==> src/rtl/debounce_pkg.sv <==
// Shared definitions for the multi-channel switch debouncer.
// Holds the counter-width helper and default parameter values used by
// debounce_channel and debounce_multi.
package debounce_pkg;

    localparam int unsigned DEFAULT_COUNTER_LIMIT = 250000;
    localparam int unsigned DEFAULT_SYNC_STAGES   = 2;

    // Smallest w such that 2**w >= value (ceil log2).
    function automatic int unsigned clog2(input logic [32:0] value);
        int unsigned w;
        logic [33:0] span;
        w    = 0;
        span = 34'd1;
        while (span < 34'(value)) begin
            span = span << 1;
            w    = w + 1;
        end
        return w;
    endfunction

    // Qualification counter width: enough bits to hold 0..limit.
    function automatic int unsigned cnt_width(input int unsigned limit);
        int unsigned w;
        w = clog2(33'(limit) + 33'd1);
        return (w == 0) ? 1 : w;
    endfunction

endpackage

==> src/rtl/debounce_channel.sv <==
// One debounced switch channel: synchroniser chain, qualification counter,
// debounced state and registered rise/fall pulses.
// Ports:
//   i_clk, i_rst   clock, synchronous active-high reset
//   i_switch       raw asynchronous switch level
//   o_switch       debounced level
//   o_rise/o_fall  one-cycle pulse after o_switch goes 0->1 / 1->0
//   o_event_c      combinational: o_switch will change at the next edge
module debounce_channel
    import debounce_pkg::*;
#(
    parameter int unsigned COUNTER_LIMIT = DEFAULT_COUNTER_LIMIT,
    parameter int unsigned SYNC_STAGES   = DEFAULT_SYNC_STAGES,
    parameter logic        INIT_LEVEL    = 1'b0
) (
    input  logic i_clk,
    input  logic i_rst,
    input  logic i_switch,
    output logic o_switch,
    output logic o_rise,
    output logic o_fall,
    output logic o_event_c
);

    localparam int unsigned        CNT_W   = cnt_width(COUNTER_LIMIT);
    localparam logic [CNT_W-1:0]   CNT_MAX = CNT_W'(COUNTER_LIMIT - 1);

    logic [SYNC_STAGES-1:0] sync_q, sync_d;
    logic [CNT_W-1:0]       cnt_q, cnt_d;
    logic                   state_q, state_d;
    logic                   rise_q, rise_d;
    logic                   fall_q, fall_d;
    logic                   sync_lvl;

    // Shift raw level into the synchroniser; last stage is the usable level.
    assign sync_d   = {sync_q[SYNC_STAGES-2:0], i_switch};
    assign sync_lvl = sync_q[SYNC_STAGES-1];

    // Qualification: any agreement clears the count; a full run of
    // COUNTER_LIMIT mismatching cycles commits the new level.
    always_comb begin
        cnt_d   = '0;
        state_d = state_q;
        rise_d  = 1'b0;
        fall_d  = 1'b0;
        if (sync_lvl != state_q) begin
            if (cnt_q == CNT_MAX) begin
                state_d = sync_lvl;
                rise_d  = sync_lvl;
                fall_d  = ~sync_lvl;
            end else begin
                cnt_d = cnt_q + CNT_W'(1);
            end
        end
    end

    always_ff @(posedge i_clk) begin
        if (i_rst) begin
            sync_q  <= {SYNC_STAGES{INIT_LEVEL}};
            cnt_q   <= '0;
            state_q <= INIT_LEVEL;
            rise_q  <= 1'b0;
            fall_q  <= 1'b0;
        end else begin
            sync_q  <= sync_d;
            cnt_q   <= cnt_d;
            state_q <= state_d;
            rise_q  <= rise_d;
            fall_q  <= fall_d;
        end
    end

    assign o_switch  = state_q;
    assign o_rise    = rise_q;
    assign o_fall    = fall_q;
    assign o_event_c = rise_d | fall_d;

endmodule

==> src/rtl/debounce_multi.sv <==
// Multi-channel switch debouncer: NUM_CH independent debounce_channel
// instances plus a registered any-event pulse.
// Ports:
//   i_clk, i_rst   clock, synchronous active-high reset
//   i_switch       raw asynchronous switch levels, one bit per channel
//   o_switch       debounced levels
//   o_rise/o_fall  per-channel one-cycle edge pulses
//   o_any_event    one-cycle pulse concurrent with any rise/fall pulse
module debounce_multi
    import debounce_pkg::*;
#(
    parameter int unsigned NUM_CH        = 4,
    parameter int unsigned COUNTER_LIMIT = DEFAULT_COUNTER_LIMIT,
    parameter int unsigned SYNC_STAGES   = DEFAULT_SYNC_STAGES,
    parameter logic        INIT_LEVEL    = 1'b0
) (
    input  logic              i_clk,
    input  logic              i_rst,
    input  logic [NUM_CH-1:0] i_switch,
    output logic [NUM_CH-1:0] o_switch,
    output logic [NUM_CH-1:0] o_rise,
    output logic [NUM_CH-1:0] o_fall,
    output logic              o_any_event
);

    // Reject unsupported parameterisations at elaboration.
    if (NUM_CH < 1 || NUM_CH > 32) begin : g_bad_num_ch
        $fatal(1, "debounce_multi: NUM_CH must be 1..32");
    end
    if (COUNTER_LIMIT < 1) begin : g_bad_limit
        $fatal(1, "debounce_multi: COUNTER_LIMIT must be >= 1");
    end
    if (SYNC_STAGES < 2) begin : g_bad_sync
        $fatal(1, "debounce_multi: SYNC_STAGES must be >= 2");
    end

    logic [NUM_CH-1:0] event_c;
    logic              any_event_q, any_event_d;

    for (genvar c = 0; c < NUM_CH; c++) begin : g_ch
        debounce_channel #(
            .COUNTER_LIMIT (COUNTER_LIMIT),
            .SYNC_STAGES   (SYNC_STAGES),
            .INIT_LEVEL    (INIT_LEVEL)
        ) u_channel (
            .i_clk     (i_clk),
            .i_rst     (i_rst),
            .i_switch  (i_switch[c]),
            .o_switch  (o_switch[c]),
            .o_rise    (o_rise[c]),
            .o_fall    (o_fall[c]),
            .o_event_c (event_c[c])
        );
    end

    // Registered from the channels' next-pulse terms so it lines up with them.
    assign any_event_d = |event_c;

    always_ff @(posedge i_clk) begin
        if (i_rst) begin
            any_event_q <= 1'b0;
        end else begin
            any_event_q <= any_event_d;
        end
    end

    assign o_any_event = any_event_q;

endmodule

==> config.mk <==
export PLATFORM = sky130hd
export DESIGN_NAME = debounce_multi
export DESIGN_NICKNAME = d
export VERILOG_FILES = /design/src/rtl/debounce_pkg.sv /design/src/rtl/debounce_channel.sv /design/src/rtl/debounce_multi.sv
export SDC_FILE = /design/constraint.sdc
export NUM_CORES = 1
export LEC_CHECK = 0
export CAP_MARGIN = 5
export CORE_MARGIN = 1
export CORE_UTILIZATION = 50
export CTS_CLUSTER_SIZE = 30
export DETAILED_ROUTE_END_ITERATION = 8
export HOLD_SLACK_MARGIN = 0.06
export PLACE_DENSITY = 0.73
export SKIP_CTS_REPAIR_TIMING = 1
export SYNTH_ARGS = -nofsm -noshare
export SYNTH_HDL_FRONTEND = slang
export SYNTH_SLANG_ARGS = --single-unit
==> constraint.sdc <==
create_clock -name i_clk -period 2.35 [get_ports i_clk]
set_input_delay 0.235 -clock i_clk [delete_from_list [all_inputs] [get_ports i_clk]]
set_output_delay 0.235 -clock i_clk [all_outputs]
set_load 0.02 [all_outputs]
# == Word-level counts from Yosys, hierarchy flattened ==
# Cells that the tools add are included.
# W data, S select, Z words.
# totals
regBits,93
latchBits,0
mem_bits_rw,0
romBits,0
inputBits,6
out_inout_bits,13
mem_count,0
# classes
add_sub_neg,4
n_mul,0
n_div,0
n_lt_le_gt_ge,0
eq_ne,8
n_shift,0
mux,16
n_bitwise,12
reduce_logical,9
# op_table
op,count
$add A18 B1 Y18 const B,4
$eq A18 B18 Y1 const B,4
$mux W1,16
$reduce_or A3 Y1,4
$not A1 Y1,8
$reduce_and A2 Y1,4
$ne A1 B1 Y1,4
$or A1 B1 Y1,4
$reduce_or A4 Y1,1

# == Logic depth before layout (Yosys ltp) ==
# logic_depth
depth_word,5
depth_mapped,7
depth_no_buf,5

# == Cells and area by module ==
# From an unflattened synthesis, not the netlist that was laid out.
# hier_totals
cells_unflattened,435
area_unflattened_um2,4189.0
# by_module_without_submodules
module,instances,cells_per_inst,area_each_um2,seq_area_each_um2
debounce_channel,4,108,1039.7,460.4
debounce_multi,1,3,30.0,20.0

# == Worst setup path after synthesis ==
# Ideal clock, no wire load.
# synth_timing
path_type,reg2reg
start,register g_ch[0].u_channel.cnt_q[0]
end,register g_ch[0].u_channel.cnt_q[9]
arrival_time_ns,1.579
required_ns,2.235
setup_slack_ns,0.656
path_stages_with_launch,8
synth_period_minus_slack_ns,1.694
path_cell_list,dfxtp_1 -> ha_1 -> nand3_1 -> nor4_2 -> a21o_1 -> buf_6 -> buf_6 -> nor2_1
# synth_between
elab_chain_cells,2
word_cells_on_any_way,3
classes_between,add/sub (1); eq/ne (1); reduce/logical (1)
# synth_rtl
item,line_no,rtl
from (decl),debounce_channel.sv:29,"logic [CNT_W-1:0] cnt_q, cnt_d;"
from (signal assigned),debounce_channel.sv:66,cnt_q <= cnt_d;
branches (longest 2 deep; another with $add A18 B1 Y18),--,
# Several ways; the timed one is not identified.
# A chain may end at the register's enable or synchronous reset.

# == Worst setup path after layout ==
# layout_timing
start,register g_ch[0].u_channel.cnt_q[0]
end,register g_ch[0].u_channel.cnt_q[6]
# Same word-level chain as after synthesis.

==> out/metrics.csv <==
metric,value,unit
max-cap-violations,0,
cp_data_required_time,2580,ps
layoutNonFillerInstCount,562,
run_status,finished clean,
layout_setup_ws,283,ps
startpoint_type,flop,
tritoncts,built,
numCtsBuffers,9,
hold_viol_final,0,
synth-adder-area-share,1.20,%
via_per_inst,5.53,
power.share.combinational,1.4,%
cp_slowest_cell,sky130_fd_sc_hd__a21o_1,
timing.slew.headroom,64.4,%
i_o_buffers,18,
layout_cells_sized_above_1,8.04,%
synth_top_family_by_area,simple AND/OR/NAND/NOR gates,
timing.critical_path.max_delay_family,simple AND/OR/NAND/NOR gates,
antenna_cells,0,
final.period_utilization,87.9,%
detailed_place_hpwl,5340,um
multiInputGateArea,2110,sq um
power.sequential.fraction,56.4,%
timing.reg2reg.setup_slack,280,ps
net_count_after_synthesis,460,
launch_point_of_the_worst_reg_to_reg_path,g_ch[0].u_channel.cnt_q[0],
critical_path_peak_fanout,17,
timing_worst_slew_pin_value,534,ps
netSwitchingFraction,19.9,%
crit_start,g_ch[0].u_channel.cnt_q[0],
yosys.area.top_type_share,44.6,%
synth-main-ff-cell,sky130_fd_sc_hd__dfxtp_1,
synth-edff-count,0,
core_region_area,7890,sq um
worst_r2r_endpoint,g_ch[0].u_channel.cnt_q[6],
final-max-slew-violation-count,0,
synth_most_common_cell,sky130_fd_sc_hd__dfxtp_1,
final_hold_slack,435,ps
crit_type,reg -> reg,
die_w,93.4,um
cp_num_buf_inv,0,
dieArea,8720,sq um
finalNetCount,465,
async_s_r_ff_share_synth,0,%
final.min_clock_period,2070,ps
synth_xor_xnor_area_share,11.7,%
power.clock.fraction,42.2,%
detail_route.wl_per_cell,13.5,um
total_congestion_overflow_after_global_routing,0,
grt_util_all_layers,19.3,%
netlist_top_cells_count,"93 x sky130_fd_sc_hd__dfxtp_1, 63 x sky130_fd_sc_hd__nor2_1, 30 x sky130_fd_sc_hd__xor2_1",
synth_compound_gate_area_share,6.41,%
post_synth_mux_area_share,0,%
antenna_found_initial,0,
clock_insertion_delay_worst_skew,360,ps
clock-root-buffer,sky130_fd_sc_hd__clkbuf_8,
wl,7560,um
height_of_the_die,93.4,um
reg2regPathDepth,5,
worst_hold_path.num_cells,2,
gp_congestion,0.816,
synth_seq_area_share,44.6,%
power_leakage,1.38,nW
synth_cell_type_count,51,
rows,32,
dp.cells,546,
fillerInstances,699,
crit_chain,"ha_1, nand3_1, nor4_2, a21o_1, nor2_1",
synthSimpleGateAreaFrac,31.2,%
count_of_state_elements_after_synthesis,93,
boundaryPins,19,
remaining_drc_errors,0,
global_route_wire_length_before_repair,13400,um
switchingPower,0.561,mW
pin_count_of_the_biggest_net_entering_global_routing,20,
cp_data_arrival_time,2290,ps
initial_utilization,52.9,%
ys_top_cells_by_area,"sky130_fd_sc_hd__dfxtp_1 45%, sky130_fd_sc_hd__xor2_1 6.3%, sky130_fd_sc_hd__nor2_1 5.7%",
final-seq-area,1860,sq um
finalSetupViolCount,0,
hold_removal_path_class,in -> reg,
power_report.internal_total,2.26,mW
tns,0,ps
post_syn_instances,450,
final_core_util,57.6,%
drt-initial-drc-count,42,
clk_pin_slew_worst_paths,90,ps
vias_in_the_first_global_route,2953,
endpoint_kind,flop,
preCtsSetupSlack,287,ps
timing.fmax,484,MHz
pwr_density_cell,620,nW/um^2
clock_skew,10.0,ps
htree_num_levels,3,
post-synth-top-area-cell,sky130_fd_sc_hd__dfxtp_1,
syn_warnings,0,
netlist_area,4180,sq um
critPathCapture,g_ch[0].u_channel.cnt_q[6],
drtPass1Iterations,4,
flow.area_growth_from_synthesis,8.87,%
via_count,3106,
vdd_drop_max,0.271,mV
cts-root-to-sink-buffers,2,
setup_repair_after_global_routing_missed_its_margin,no,
timing.critical_path.depth,5,
post_synth.cell_area_avg,9.28,sq um
postRouteAntennaNets,0,
cts_num_sinks,93,
critical_path.max_stage_delay,520,ps
==> layout by cell type (no fill, tap or decap), types with 2 or more instances in the layout <==
master | Yosys | final
sky130_fd_sc_hd__nor4_2 | 2 | 2
sky130_fd_sc_hd__ha_1 | 4 | 4
sky130_fd_sc_hd__o21ai_0 | 4 | 4
sky130_fd_sc_hd__or4_1 | 10 | 10
sky130_fd_sc_hd__o31ai_1 | 8 | 8
sky130_fd_sc_hd__or3_1 | 5 | 5
sky130_fd_sc_hd__nand4_1 | 23 | 23
sky130_fd_sc_hd__nand4_2 | 2 | 2
sky130_fd_sc_hd__nor4_4 | 2 | 2
sky130_fd_sc_hd__xnor2_1 | 26 | 26
sky130_fd_sc_hd__nor4bb_1 | 2 | 2
sky130_fd_sc_hd__nand2b_1 | 3 | 3
sky130_fd_sc_hd__a21bo_2 | 2 | 2
sky130_fd_sc_hd__and3_1 | 3 | 3
sky130_fd_sc_hd__a21oi_1 | 15 | 15
sky130_fd_sc_hd__nor4b_1 | 5 | 5
sky130_fd_sc_hd__clkinv_2 | 0 | 2
sky130_fd_sc_hd__xor2_1 | 30 | 30
sky130_fd_sc_hd__inv_1 | 7 | 7
sky130_fd_sc_hd__clkbuf_8 | 0 | 11
sky130_fd_sc_hd__clkdlybuf4s50_1 | 0 | 18
sky130_fd_sc_hd__nand2_1 | 21 | 21
sky130_fd_sc_hd__nor3_1 | 10 | 10
sky130_fd_sc_hd__nor2_1 | 63 | 63
sky130_fd_sc_hd__nand3_1 | 28 | 28
sky130_fd_sc_hd__dfxtp_1 | 93 | 93
sky130_fd_sc_hd__buf_4 | 13 | 2
sky130_fd_sc_hd__and4_1 | 11 | 11
sky130_fd_sc_hd__bufinv_16 | 0 | 2
sky130_fd_sc_hd__nor2b_1 | 11 | 11
sky130_fd_sc_hd__nor4_1 | 11 | 11
sky130_fd_sc_hd__and2_1 | 5 | 5
==> kinds of logic (layout without fill, tap and decap cells) <==
family / Yosys count / in the layout
AO/OA/AOI/OAI: 38 / 38
XOR/XNOR: 56 / 56
AND/OR/NAND/NOR: 226 / 226
adder cells (fa/ha/maj): 4 / 4
flip-flops: 93 / 93
buffers and inverters: 33 / 43
==> cell type report <==
class / count / share of cell area (%)
Clock inverter: 4 / 1.54
Sequential cell: 93 / 41.0
Clock buffer: 12 / 3.41
Tap cell: 102 / 2.81
Multi-Input combinational cell: 324 / 46.4
Inverter: 7 / 0.578
Timing Repair Buffer: 20 / 4.29
==> flip-flops by register name (all words and copies together), names as in the netlist <==
register / flops
g_ch.u_channel.o_fall: 4
g_ch.u_channel.cnt_q: 72
g_ch.u_channel.o_switch: 4
g_ch.u_channel.sync_q: 8
g_ch.u_channel.o_rise: 4
o_any_event: 1
==> how the worst min path moves through the flow <==
| stage | start | end | slack (ps) |
|---|---|---|---|
| after floorplan | i_switch[0] | g_ch[0].u_channel.sync_q[0] | 360 |
| after global placement | g_ch[0].u_channel.sync_q[0] | g_ch[0].u_channel.sync_q[1] | 420 |
| after detailed placement | g_ch[0].u_channel.sync_q[0] | g_ch[0].u_channel.sync_q[1] | 420 |
| after CTS | i_switch[1] | g_ch[1].u_channel.sync_q[0] | 430 |
| after global routing | i_switch[1] | g_ch[1].u_channel.sync_q[0] | 440 |
| final | i_switch[1] | g_ch[1].u_channel.sync_q[0] | 440 |
==> routing by layer <==
| metal | GRT usage, % | part of all wire [%] | up-vias |
|---|---|---|---|
| li1 | - | - | 1598 |
| met5 | 0 | 0 | - |
| met4 | 8.46 | 1.8 | 0 |
| met3 | 2.68 | 2.0 | 14 |
| met1 | 25.2 | 49 | 1460 |
| met2 | 31.8 | 47 | 34 |
==> power groups by stage <==
| stage | Combinational (mW) | Sequential [mW] | Clock, mW |
|---|---|---|---|
| after global placement | 0.0399 | 1.63 | 0 |
| after floorplan | 0.0277 | 1.62 | 0 |
| after CTS | 0.0412 | 1.59 | 1.22 |
| final | 0.0408 | 1.59 | 1.19 |
| after global routing | 0.0451 | 1.59 | 1.29 |
| after detailed placement | 0.0409 | 1.63 | 0 |
==> through the flow <==
stage                     total power [mW]  cell area [sq um]
final                                 2.82               4550
after global routing                  2.92               4550
after CTS                             2.85               4550
after detailed placement              1.67               4320
after global placement                1.67               4320
after floorplan                       1.65               4180
No activity file was read; power rests on OpenSTA's default activity.
